[config.mk]
export PLATFORM = sky130hd
export DESIGN_NAME = poly_stream_reader
export DESIGN_NICKNAME = d
export VERILOG_FILES = /design/src/rtl/poly_stream_reader_pkg.sv /design/src/rtl/poly_skid_fifo.sv /design/src/rtl/poly_stream_reader.sv
export SDC_FILE = /design/constraint.sdc
export NUM_CORES = 1
export LEC_CHECK = 0
export ABC_CLOCK_PERIOD_IN_PS = 7760
export CAP_MARGIN = 40
export CORE_ASPECT_RATIO = 1.4
export CORE_MARGIN = 2
export CORE_UTILIZATION = 40
export CTS_BUF_LIST = sky130_fd_sc_hd__clkbuf_8
export DETAILED_ROUTE_END_ITERATION = 16
export PLACE_DENSITY = 0.69
export SYNTH_ARGS = -nofsm -noshare
export SYNTH_HDL_FRONTEND = slang
export SYNTH_SLANG_ARGS = --single-unit
export TNS_END_PERCENT = 50
[constraint.sdc]
create_clock -name clk -period 7.76 [get_ports clk]
set_input_delay 1.552 -clock clk [delete_from_list [all_inputs] [get_ports clk]]
set_output_delay 1.552 -clock clk [all_outputs]
set_load 0.02 [all_outputs]
[src/rtl/poly_stream_reader_pkg.sv]
// -----------------------------------------------------------------------------
// BIKE_PACKAGE
// Shared constants and types for the polynomial stream reader.
//   R_BITS    : polynomial length in bits
//   B_WIDTH   : BRAM word / stream width in bits
//   SWORDS    : words needed to hold one polynomial
//   OVERHANG  : number of meaningful bits in the last word
//   LOGSWORDS : address width needed to index SWORDS words
//   reader_state_t : reader FSM state encoding
// -----------------------------------------------------------------------------
package BIKE_PACKAGE;

    localparam int R_BITS    = 40973;
    localparam int B_WIDTH   = 32;
    localparam int SWORDS    = (R_BITS + B_WIDTH - 1) / B_WIDTH;
    localparam int OVERHANG  = R_BITS - B_WIDTH * (SWORDS - 1);
    localparam int LOGSWORDS = $clog2(SWORDS);

    typedef enum logic [1:0] {
        IDLE  = 2'd0,
        READ  = 2'd1,
        DRAIN = 2'd2,
        DONE  = 2'd3
    } reader_state_t;

endpackage

[src/rtl/poly_skid_fifo.sv]
// -----------------------------------------------------------------------------
// poly_skid_fifo
// Two-entry FIFO used as a skid buffer between the BRAM return path and the
// output stream. Head entry is held in a register so the stream data stays
// stable while the consumer stalls.
// Ports:
//   clk, resetn     : clock, asynchronous active-low reset
//   push, push_data : write one entry (ignored when full)
//   pop             : remove head entry (ignored when empty)
//   count           : current occupancy 0..2
//   head            : oldest entry (meaningful when count != 0)
// -----------------------------------------------------------------------------
module poly_skid_fifo
    import BIKE_PACKAGE::*;
#(
    parameter int W = B_WIDTH + 1
) (
    input  logic         clk,
    input  logic         resetn,
    input  logic         push,
    input  logic [W-1:0] push_data,
    input  logic         pop,
    output logic [1:0]   count,
    output logic [W-1:0] head
);

    logic [W-1:0] mem0_q, mem0_d;
    logic [W-1:0] mem1_q, mem1_d;
    logic         wr_ptr_q, wr_ptr_d;
    logic         rd_ptr_q, rd_ptr_d;
    logic [1:0]   count_q, count_d;
    logic         push_ok_s;
    logic         pop_ok_s;

    // Next-state computation for storage, pointers and occupancy.
    always_comb begin
        mem0_d    = mem0_q;
        mem1_d    = mem1_q;
        wr_ptr_d  = wr_ptr_q;
        rd_ptr_d  = rd_ptr_q;
        count_d   = count_q;
        push_ok_s = push && (count_q != 2'd2);
        pop_ok_s  = pop && (count_q != 2'd0);

        if (push_ok_s) begin
            if (wr_ptr_q) begin
                mem1_d = push_data;
            end else begin
                mem0_d = push_data;
            end
            wr_ptr_d = ~wr_ptr_q;
        end else begin
            wr_ptr_d = wr_ptr_q;
        end

        if (pop_ok_s) begin
            rd_ptr_d = ~rd_ptr_q;
        end else begin
            rd_ptr_d = rd_ptr_q;
        end

        // Simultaneous push and pop leaves the occupancy unchanged.
        case ({push_ok_s, pop_ok_s})
            2'b10:   count_d = count_q + 2'd1;
            2'b01:   count_d = count_q - 2'd1;
            default: count_d = count_q;
        endcase
    end

    // FIFO state registers.
    always_ff @(posedge clk or negedge resetn) begin
        if (!resetn) begin
            mem0_q   <= '0;
            mem1_q   <= '0;
            wr_ptr_q <= 1'b0;
            rd_ptr_q <= 1'b0;
            count_q  <= 2'd0;
        end else begin
            mem0_q   <= mem0_d;
            mem1_q   <= mem1_d;
            wr_ptr_q <= wr_ptr_d;
            rd_ptr_q <= rd_ptr_d;
            count_q  <= count_d;
        end
    end

    // Output decode from registered state only.
    always_comb begin
        count = count_q;
        if (rd_ptr_q) begin
            head = mem1_q;
        end else begin
            head = mem0_q;
        end
    end

endmodule

[src/rtl/poly_stream_reader.sv]
// -----------------------------------------------------------------------------
// poly_stream_reader
// Unloads one polynomial (WORDS words) from a BRAM with one-cycle read latency
// and presents it as a valid/ready stream. Reads are credit-limited so that
// words requested-but-not-yet-buffered plus buffered words never exceed the
// two-entry skid FIFO; with m_ready held high one beat per cycle is sustained.
// The start pulse is sampled at a rising edge; the first beat is valid after
// the second following rising edge.
//
// Optional build macro: OVERHANG_MASK_EN -- when defined, bits above the
// polynomial length in the last word are forced to zero.
//
// Ports:
//   clk, resetn : clock, asynchronous active-low reset
//   start       : one-cycle pulse, honoured only in IDLE
//   busy        : high from start until the last beat is accepted
//   done        : one-cycle pulse after the last beat is accepted
//   ram_ren     : BRAM read enable
//   ram_addr    : BRAM word address
//   ram_dout    : BRAM read data, valid one cycle after ram_ren
//   m_valid, m_ready, m_data, m_last : output stream
// -----------------------------------------------------------------------------
module poly_stream_reader
    import BIKE_PACKAGE::reader_state_t;
    import BIKE_PACKAGE::IDLE;
    import BIKE_PACKAGE::READ;
    import BIKE_PACKAGE::DRAIN;
    import BIKE_PACKAGE::DONE;
    import BIKE_PACKAGE::LOGSWORDS;
    import BIKE_PACKAGE::SWORDS;
#(
    parameter int R_BITS  = BIKE_PACKAGE::R_BITS,
    parameter int B_WIDTH = BIKE_PACKAGE::B_WIDTH,
    parameter int WORDS   = SWORDS
) (
    input  logic                 clk,
    input  logic                 resetn,
    input  logic                 start,
    output logic                 busy,
    output logic                 done,
    output logic                 ram_ren,
    output logic [LOGSWORDS-1:0] ram_addr,
    input  logic [B_WIDTH-1:0]   ram_dout,
    output logic                 m_valid,
    input  logic                 m_ready,
    output logic [B_WIDTH-1:0]   m_data,
    output logic                 m_last
);

    // Meaningful bits of the last word; equals BIKE_PACKAGE::OVERHANG at the
    // default parameter values.
    localparam int OVH_BITS = R_BITS - B_WIDTH * (WORDS - 1);
    localparam logic [B_WIDTH-1:0] OVH_MASK =
        {B_WIDTH{1'b1}} >> (B_WIDTH - OVH_BITS);
    localparam logic [LOGSWORDS-1:0] LAST_ADDR = LOGSWORDS'(WORDS - 1);

`ifdef OVERHANG_MASK_EN
    localparam logic MASK_EN = 1'b1;
`else
    localparam logic MASK_EN = 1'b0;
`endif

    reader_state_t        state_q, state_d;
    logic [LOGSWORDS-1:0] addr_cnt_q, addr_cnt_d;
    logic                 rvalid_q, rvalid_d;
    logic                 rlast_q, rlast_d;
    logic                 busy_q, busy_d;
    logic                 done_q, done_d;

    logic [1:0]           fifo_count_s;
    logic [B_WIDTH:0]     fifo_head_s;
    logic [B_WIDTH:0]     push_entry_s;
    logic [B_WIDTH-1:0]   push_word_s;
    logic                 head_valid_s;
    logic                 head_last_s;
    logic                 pop_s;
    logic [2:0]           level_s;
    logic                 ren_s;
    logic                 last_addr_s;

    // Read credit and handshake decode.
    always_comb begin
        head_valid_s = (fifo_count_s != 2'd0);
        head_last_s  = fifo_head_s[B_WIDTH];
        pop_s        = head_valid_s && m_ready;
        // Words that will occupy the FIFO next cycle if no new read is issued:
        // buffered words plus the word returning now, minus the one leaving.
        level_s      = {1'b0, fifo_count_s} + {2'b00, rvalid_q} - {2'b00, pop_s};
        ren_s        = (state_q == READ) && (level_s < 3'd2);
        last_addr_s  = (addr_cnt_q == LAST_ADDR);
    end

    // Returning word is tagged with its last flag and optionally masked.
    always_comb begin
        if (MASK_EN && rlast_q) begin
            push_word_s = ram_dout & OVH_MASK;
        end else begin
            push_word_s = ram_dout;
        end
        push_entry_s = {rlast_q, push_word_s};
    end

    poly_skid_fifo #(
        .W (B_WIDTH + 1)
    ) u_fifo (
        .clk       (clk),
        .resetn    (resetn),
        .push      (rvalid_q),
        .push_data (push_entry_s),
        .pop       (pop_s),
        .count     (fifo_count_s),
        .head      (fifo_head_s)
    );

    // FSM next-state and datapath-counter logic.
    always_comb begin
        state_d    = state_q;
        addr_cnt_d = addr_cnt_q;
        case (state_q)
            IDLE: begin
                addr_cnt_d = '0;
                if (start) begin
                    state_d = READ;
                end else begin
                    state_d = IDLE;
                end
            end
            READ: begin
                if (ren_s && last_addr_s) begin
                    state_d    = DRAIN;
                    addr_cnt_d = '0;
                end else if (ren_s) begin
                    state_d    = READ;
                    addr_cnt_d = addr_cnt_q + LOGSWORDS'(1);
                end else begin
                    state_d    = READ;
                    addr_cnt_d = addr_cnt_q;
                end
            end
            DRAIN: begin
                addr_cnt_d = '0;
                if (pop_s && head_last_s) begin
                    state_d = DONE;
                end else begin
                    state_d = DRAIN;
                end
            end
            DONE: begin
                addr_cnt_d = '0;
                state_d    = IDLE;
            end
            default: begin
                addr_cnt_d = '0;
                state_d    = IDLE;
            end
        endcase

        rvalid_d = ren_s;
        rlast_d  = ren_s && last_addr_s;
        busy_d   = (state_d == READ) || (state_d == DRAIN);
        done_d   = (state_d == DONE);
    end

    // State and control registers.
    always_ff @(posedge clk or negedge resetn) begin
        if (!resetn) begin
            state_q    <= IDLE;
            addr_cnt_q <= '0;
            rvalid_q   <= 1'b0;
            rlast_q    <= 1'b0;
            busy_q     <= 1'b0;
            done_q     <= 1'b0;
        end else begin
            state_q    <= state_d;
            addr_cnt_q <= addr_cnt_d;
            rvalid_q   <= rvalid_d;
            rlast_q    <= rlast_d;
            busy_q     <= busy_d;
            done_q     <= done_d;
        end
    end

    // Output decode. ram_ren depends on m_ready so a read can be issued in
    // the same cycle a beat leaves, which is what sustains full throughput.
    always_comb begin
        busy    = busy_q;
        done    = done_q;
        ram_ren = ren_s;
        if (state_q == READ) begin
            ram_addr = addr_cnt_q;
        end else begin
            ram_addr = '0;
        end
        m_valid = head_valid_s;
        m_data  = fifo_head_s[B_WIDTH-1:0];
        m_last  = head_valid_s && head_last_s;
    end

endmodule

# == Word-level counts from Yosys, hierarchy flattened ==
# Index checks and enable logic that the tools add are counted.
# totals
input_bits,36
ff_bits,87
out_inout_bits,48
# classes
order_cmp,1
n_addsub,5
reduce_logical,14
n_bitwise,2
eq_ne,11
mux,10
# ops
op,n
$mux 11,3
$mux 33,1
$pmux 11 s2,1
$add 11x1->11 const B,1
$eq 11x11->1 const B,1
$eq 2x2->1 const B,5
$pmux 2 s4,1
$logic_and 1x1->1,7
$eq 2x1->1 const B,3
$pmux 2 s2,1
$reduce_and 2->1,2
$reduce_bool 2->1,2
$add 2x1->3,1
$lt 3x2->1 const B,1
$ne 3x3->1 const B,1
$reduce_or 3->1,1
$sub 3x1->3,1
$add 2x1->2 const B,1
$logic_not 2->1,1
$mux 1,2
$mux 2,1
$ne 2x2->1 const B,1
$not 1->1,2
$sub 2x1->2 const B,1
$logic_or 1x1->1,1

# == Depth between registers and ports, before layout ==
# Gate-level depths: netlist of run 1.
# logic_depth
word_depth,10
ltp_mapped,11

# == Modules after synthesis ==
# A second synthesis of run 1 with hierarchy kept.
# hier_totals
cells_unflattened,297
hier_area_um2,4365.4
# by_module_without_submodules
mod,seq_area_each_um2,cells_each,area_each_um2,n_inst
poly_skid_fifo,1751.7,193,3358.2,1
poly_stream_reader,425.4,104,1007.2,1

# == Worst setup path before layout of run 1 ==
# No wires, ideal clock.
# synth_path
path_type,input -> output
from,in m_ready
to,out ram_ren
path_slack_ns,3.029
arrival_time_ns,3.179
cell_stages,8
cell_sequence,o21ai_0 inv_1 ha_1 nand2b_1 fa_1 xnor2_1 nand3_1 inv_1
# synth_via
elab_chain_len,4
# synth_lines
item,line_no,text
"start, declared",poly_stream_reader.sv:45,"input logic m_ready,"
$logic_and 1x1->1,poly_stream_reader.sv:85,pop_s = head_valid_s && m_ready;
$sub 3x1->3,poly_stream_reader.sv:88,"level_s = {1'b0, fifo_count_s} + {2'b00, rvalid_q} - {2'b00, pop_s};"
$lt 3x2->1,poly_stream_reader.sv:89,ren_s = (state_q == READ) && (level_s < 3'd2);
$logic_and 1x1->1,poly_stream_reader.sv:89,
"end, declared",poly_stream_reader.sv:41,"output logic ram_ren,"
# No other way between the ends.

# == Worst setup path after layout of run 1 ==
# Same ends and word-level chain as after synthesis.

==> flow_summary_export.csv, run 1 <==
group,metric,value,unit
clock_tree,clock_tree.root_cell,"sky130_fd_sc_hd__clkbuf_8",
yosys,dominantRegCellSynth,"sky130_fd_sc_hd__dfrtp_1",
yosys,synthesis.yosys.warnings,0,
cells_and_area,leading_cell_types_in_the_layout_fill_and_taps_excluded,"sky130_fd_sc_hd__mux2_2 (98), sky130_fd_sc_hd__dfrtp_1 (87), sky130_fd_sc_hd__clkdlybuf4s50_1 (82), sky130_fd_sc_hd__nand2_1 (11)",
timing,max_slew_margin_vs_limit,64.5,%
clock_tree,clock-sinks,87,
detailed_routing,detail_route.first_pass.iterations,4,
power_and_ir_drop,power_report.internal_total,822,uW
setup_path,max_stage_delay,660,ps
yosys,yosysSeqAreaShare,54.4,%
clock_tree,cts_hold_repair.buffers,0,
setup_path,crit_path_max_fanout,8,
yosys,post_synthesis_cell_count,298,
placed_design,post-dp-hpwl,5.49,mm
yosys,synth_edf_count,0,
timing,period_minus_slack,5970,ps
power_and_ir_drop,switching_share_of_total_power,30.0,%
clock_tree,cts_buffer_depth,2,
floorplan,fp.dieH,122,um
power_and_ir_drop,gate_power_share,31.5,%
setup_path,worstSetupPathType,"in -> out",
floorplan,placeableCoreArea,9850,um^2
setup_path,required,6210,ps
setup_path,critical_path_arrival,4410,ps
yosys,synth_area_per_cell,13.4,um^2
yosys,synthDistinctLibCells,43,
cells_and_area,drive_above_1_share,33.3,%
setup_path,worstSetupEndpointType,"output pin",
timing,finalCritPeriodShare,76.9,%
cells_and_area,flow.area_growth_from_synthesis,30.9,%
worst_hold_path,worst_hold_path.num_cells,1,
power_and_ir_drop,clkPwrFrac,27.3,%
timing,clock-skew-final,4.59,ps
clock_tree,ctsResizeCount,0,
power_and_ir_drop,p_leak,0.00230,uW
detailed_routing,wirelength,7.92,mm
timing,setup_total_negative_slack,0,ps
timing,report.final.setup_viol,0,
setup_path,ff2ff_path_depth,10,
cells_and_area,fin_area,5240,um^2
yosys,mappedNetlistNets,340,
floorplan,start_util,40.7,%
setup_path,worst_path_max_delay_cell,"sky130_fd_sc_hd__clkdlybuf4s50_1",
detailed_routing,drcViolationCount,0,
setup_path,crit_path_cell_trace,"clkdlybuf4s50_1 > o21ai_0 > inv_1 > ha_1 > nand2b_1 > fa_1 > xnor2_1 > nand3_1 > inv_1 > clkdlybuf4s50_1",
floorplan,io_pins,84,
clock_tree,clkTransAtPathRegs,80,ps
power_and_ir_drop,share_seq_of_total_power,41.2,%
yosys,ys_async_sr_fraction,100,%
timing,fin_ws,1790,ps
setup_path,worst_path_dominant_cell_family,"buffers and inverters",
power_and_ir_drop,irDropWorstVdd,0.000112,V
global_routing,grt_max_degree,48,
clock_tree,worstSkewPairLatency,350,ps
global_routing,globalRouteOverflowTotal,0,
worst_hold_path,worst_hold_path_type,"reg -> reg",
power_and_ir_drop,power_density,224,nW/um^2
setup_path,path_buf_inv,4,
power_and_ir_drop,power.total,1170,uW
yosys,post_synth_instance_area,4010,um^2
floorplan,rows,43,
placed_design,dpl_cell_area,5030,um^2
global_routing,grt_pass1_vias,2716,
clock_tree,number_of_buffers_created_by_cts,9,
timing,worst_hold_slack,506,ps
detailed_routing,vias,2626,
cells_and_area,layout.filler_cells,868,
floorplan,fp.dieW,88.6,um
timing,grt_setup_unrepaired,"false",
timing,achievable_clock_frequency,0.168,GHz
power_and_ir_drop,power.switching,352,uW
detailed_routing,post_drt_via_cell_ratio,5.00,
detailed_routing,drtIter0Drc,61,
placed_design,place_congestion,0.716,
job,max-cap-violations,0,
cells_and_area,mostFrequentLayoutCell,"sky130_fd_sc_hd__mux2_2",
placed_design,pre_cts_slack,1810,ps
cells_and_area,antenna-diode-count,0,
detailed_routing,routed_length_per_placed_instance,15.1,um
clock_tree,tritoncts,"built",
setup_path,crit_path_depth,10,
detailed_routing,antenna_left,0,
yosys,postSynthRegisterBits,87,
timing,hold_viol,0,
placed_design,io_buffer_count,83,
outcome,status,"complete, no violations",
global_routing,grt_first_pass_wirelength,13.1,mm
floorplan,floorplan.die_area,10800,um^2
timing,worst-slew-pin-transition,533,ps
global_routing,groute.usage.overall,15.7,%
setup_path,worst_setup_path_start_kind,"input port",
timing,finalMaxSlewViolations,0,
cells_and_area,nNetsFinal,427,
clock_tree,cts_htree_levels,3,
global_routing,antenna_found_initial,0,
clock_tree,post_cts.repair.setup_buffers,0,
synth_stat cells (3+ instances only):
master	number	area, um^2
sky130_fd_sc_hd__a21oi_1	7	35.0
sky130_fd_sc_hd__and2_1	10	62.6
sky130_fd_sc_hd__buf_2	7	35.0
sky130_fd_sc_hd__clkbuf_1	4	15.0
sky130_fd_sc_hd__dfrtp_1	87	2180
sky130_fd_sc_hd__ha_1	5	62.6
sky130_fd_sc_hd__inv_1	10	37.5
sky130_fd_sc_hd__mux2_2	98	1100
sky130_fd_sc_hd__nand2_1	11	41.3
sky130_fd_sc_hd__nand3_1	5	25.0
sky130_fd_sc_hd__o211ai_1	3	22.5
sky130_fd_sc_hd__o21ai_0	7	35.0
sky130_fd_sc_hd__or3_1	3	18.8
sky130_fd_sc_hd__xnor2_1	6	52.6
registers in the layout, indices dropped and copies added, names as in the netlist, 2 cells and up:
name / count
state_q: 2
addr_cnt_q: 11
u_fifo.mem1_q: 33
u_fifo.mem0_q: 33
u_fifo.count: 2
kinds of logic after synthesis:
kind of cell	after synthesis	share of synthesized area, %
AO/OA/AOI/OAI	29	4.81
buffers and inverters	23	2.37
XOR/XNOR	6	1.31
flip-flops	87	54.4
multiplexers	99	27.8
AND/OR/NAND/NOR	48	7.28
adder cells (fa/ha/maj)	6	2.06
through the flow:
step,utilization (%),std cells
floorplan,-,298
global placement,50.5,506
detailed placement,51.1,509
CTS,53.2,525
global route,53.2,525
finish,53.2,525
metal layers:
metal	part of all wire (%)	GRT usage (%)
met4	1.6	6.06
met2	52	27.0
met1	43	19.0
met3	4.1	3.63
met5	0	0
layout make-up:
type | count | area (um^2) | share of cell area [%]
clock buffer | 10 | 138 | 2.63
clock inverter | 6 | 70.1 | 1.34
inverter | 10 | 37.5 | 0.716
multi-input combinational | 188 | 1740 | 33.2
sequential | 87 | 2180 | 41.5
tap | 135 | 169 | 3.22
timing repair buffer | 89 | 913 | 17.4
worst register-to-register path, delay by kind of cell (launching register included):
| kind | cells | cell delay, ps |
|---|---|---|
| xor+xnor | 1 | 190 |
| fa+ha+maj | 2 | 670 |
| buf+inv | 2 | 300 |
| simple gates | 2 | 710 |
| flops | 1 | 460 |
| compound gates | 3 | 710 |
worst paths after layout:
kind / end / slack, ps / from
max: ram_ren / 1790 / m_ready
min: u_fifo.mem0_q[2] / 510 / u_fifo.mem0_q[2]
max reg2reg: addr_cnt_q[6] / 4650 / u_fifo.count[0]
min reg2reg: u_fifo.mem0_q[2] / 510 / u_fifo.mem0_q[2]
max in group asynchronous: u_fifo.mem0_q[8] / 5990 / resetn
min in group asynchronous: u_fifo.mem0_q[27] / 1170 / resetn
power groups by stage:
stage / Combinational [uW] / Sequential [uW] / Clock, uW
after floorplan: 225 / 486 / 0
after global placement: 370 / 492 / 0
after detailed placement: 375 / 493 / 0
after CTS: 377 / 484 / 336
after global routing: 398 / 486 / 352
final: 369 / 484 / 321
Note: power is estimated with default switching activity, not from simulation.
==> run 2, diff against run 1 <==
- ABC_CLOCK_PERIOD_IN_PS: 7760 -> 5600
- clock period: 7.76 -> 5.6 ns (I/O delays scaled with it)
==> flow_summary_export.csv, run 2 (synthesis gave the netlist of run 1 again) <==
group,metric,value,unit
placed_design,place_congestion,0.736,
setup_path,crit_path_max_fanout,8,
timing,hold_viol,0,
timing,grt_setup_unrepaired,"false",
cells_and_area,drive_above_1_share,33.3,%
global_routing,grt_pass1_vias,2839,
detailed_routing,antenna_left,0,
clock_tree,post_cts.repair.setup_buffers,0,
setup_path,worstSetupEndpointType,"output pin",
global_routing,antenna_found_initial,0,
floorplan,start_util,40.7,%
worst_hold_path,timing.hold.worst.start,"u_fifo.mem0_q[2]",
floorplan,fp.dieH,122,um
clock_tree,clock_tree.root_cell,"sky130_fd_sc_hd__clkbuf_8",
placed_design,pre_cts_slack,522,ps
detailed_routing,drtIter0Drc,83,
setup_path,ff2ff_setup_slack,2560,ps
cells_and_area,antenna-diode-count,0,
power_and_ir_drop,gate_power_share,29.1,%
detailed_routing,detail_route.first_pass.iterations,4,
timing,period_minus_slack,5060,ps
timing,worst-slew-pin-transition,682,ps
cells_and_area,mostFrequentLayoutCell,"sky130_fd_sc_hd__mux2_2",
global_routing,grt_max_degree,46,
cells_and_area,regArea,2180,um^2
clock_tree,cts_htree_levels,3,
floorplan,placeableCoreArea,9850,um^2
timing,finalCritPeriodShare,90.4,%
setup_path,r2r-end,"addr_cnt_q[6]",
detailed_routing,routed_length_per_placed_instance,15.3,um
setup_path,worstSetupPathType,"in -> out",
power_and_ir_drop,clkPwrFrac,29.6,%
detailed_routing,post_drt_via_cell_ratio,5.04,
timing,setup_total_negative_slack,0,ps
cells_and_area,largest_registers_ranked_by_flip_flop_count,"u_fifo.mem0_q x33, u_fifo.mem1_q x33, addr_cnt_q x11",
placed_design,dpl_cell_area,5030,um^2
cells_and_area,multiInputGateArea,1740,um^2
timing,report.final.setup_viol,0,
power_and_ir_drop,power.switching,479,uW
clock_tree,ctsResizeCount,0,
floorplan,fp.dieW,88.6,um
global_routing,globalRouteOverflowTotal,0,
detailed_routing,vias,2646,
clock_tree,worstSkewPairLatency,350,ps
placed_design,post-dp-hpwl,5.50,mm
power_and_ir_drop,power_report.internal_total,1190,uW
floorplan,rows,43,
setup_path,required,4480,ps
global_routing,grt_first_pass_wirelength,13.2,mm
job,max-cap-violations,0,
setup_path,rr_startpoint,"u_fifo.count[0]",
clock_tree,clock-sinks,87,
cells_and_area,nNetsFinal,427,
power_and_ir_drop,p_leak,0.00232,uW
global_routing,groute.usage.overall,15.9,%
clock_tree,cts_buffer_depth,2,
cells_and_area,fin_area,5270,um^2
cells_and_area,post-route-util,53.5,%
worst_hold_path,worst_hold_path.num_cells,1,
setup_path,worst_setup_path_start_kind,"input port",
worst_hold_path,worst_hold_path_type,"reg -> reg",
outcome,status,"complete, no violations",
worst_hold_path,hold-path-endpoint,"u_fifo.mem0_q[2]",
timing,finalMaxSlewViolations,0,
floorplan,io_pins,84,
cells_and_area,layout.filler_cells,858,
setup_path,ff2ff_path_depth,10,
power_and_ir_drop,irDropWorstVdd,0.000181,V
clock_tree,cts_hold_repair.buffers,0,
timing,achievable_clock_frequency,0.197,GHz
power_and_ir_drop,power_density,317,nW/um^2
timing,max_slew_margin_vs_limit,54.4,%
detailed_routing,drcViolationCount,0,
clock_tree,tritoncts,"built",
power_and_ir_drop,power.total,1670,uW
timing,clock-skew-final,7.37,ps
floorplan,floorplan.die_area,10800,um^2
power_and_ir_drop,share_seq_of_total_power,41.3,%
clock_tree,clkTransAtPathRegs,70,ps
detailed_routing,wirelength,8.01,mm
timing,fin_ws,536,ps
power_and_ir_drop,switching_share_of_total_power,28.7,%
setup_path,critical_path_arrival,3940,ps
clock_tree,number_of_buffers_created_by_cts,9,
placed_design,io_buffer_count,83,
cells_and_area,leading_cell_types_in_the_layout_fill_and_taps_excluded,"sky130_fd_sc_hd__mux2_2 (98), sky130_fd_sc_hd__dfrtp_1 (87), sky130_fd_sc_hd__clkdlybuf4s50_1 (82), sky130_fd_sc_hd__nand2_1 (11), sky130_fd_sc_hd__clkbuf_8 (11)",
cells_and_area,flow.area_growth_from_synthesis,31.5,%
[run 2: cell count changes in the layout (fill, tap and decap cells not counted), sizes merged]
cell	delta
clkinv	-1
clkbuf	+1
bufinv	+1
clkinvlp	-1
[run 2: routing by layer]
| layer | vias up | track usage (%) | routed length, um |
|---|---|---|---|
| met5 | - | 0 | 0 |
| met4 | 0 | 6.44 | 134 |
| met3 | 14 | 3.83 | 350 |
| met2 | 54 | 27.7 | 4190 |
| met1 | 1341 | 18.4 | 3340 |
| li1 | 1237 | - | - |
[run 2: how the worst max path moves through the flow]
stage | slack (ps) | from | end
finish | 540 | m_ready | ram_ren
global route | 340 | m_ready | ram_ren
detailed placement | 520 | m_ready | ram_ren
CTS | 520 | m_ready | ram_ren
floorplan | 1730 | m_ready | ram_ren
global placement | 590 | m_ready | ram_ren
[run 2: stage by stage]
| step | hold slack (ps) | instances |
|---|---|---|
| floorplan | 470 | 298 |
| global placement | 480 | 506 |
| detailed placement | 490 | 509 |
| CTS | 509 | 525 |
| global route | 516 | 525 |
| finish | 505 | 525 |
[run 2: area by class of cell]
| type | instances | area share [%] |
|---|---|---|
| clock buffers | 11 | 2.87 |
| clock inverters | 5 | 1.52 |
| inverters | 10 | 0.713 |
| multi-input cells | 188 | 33.0 |
| flip-flops and latches | 87 | 41.3 |
| well taps | 135 | 3.21 |
| repair buffers | 89 | 17.3 |
[run 2: power groups by stage]
stage | Combinational [uW] | Clock [uW] | Sequential (uW)
floorplan | 311 | 0 | 673
global placement | 490 | 0 | 704
detailed placement | 493 | 0 | 705
CTS | 496 | 510 | 692
global route | 524 | 535 | 697
finish | 487 | 494 | 690
[run 2: worst max-delay path, cell delays in order]
cell and delay, ps:
sky130_fd_sc_hd__clkdlybuf4s50_1 470, sky130_fd_sc_hd__o21ai_0 180, sky130_fd_sc_hd__inv_1 100, sky130_fd_sc_hd__ha_1 210, sky130_fd_sc_hd__nand2b_1 150, sky130_fd_sc_hd__fa_1 380
sky130_fd_sc_hd__xnor2_1 190, sky130_fd_sc_hd__nand3_1 210, sky130_fd_sc_hd__inv_1 270, sky130_fd_sc_hd__clkdlybuf4s50_1 650
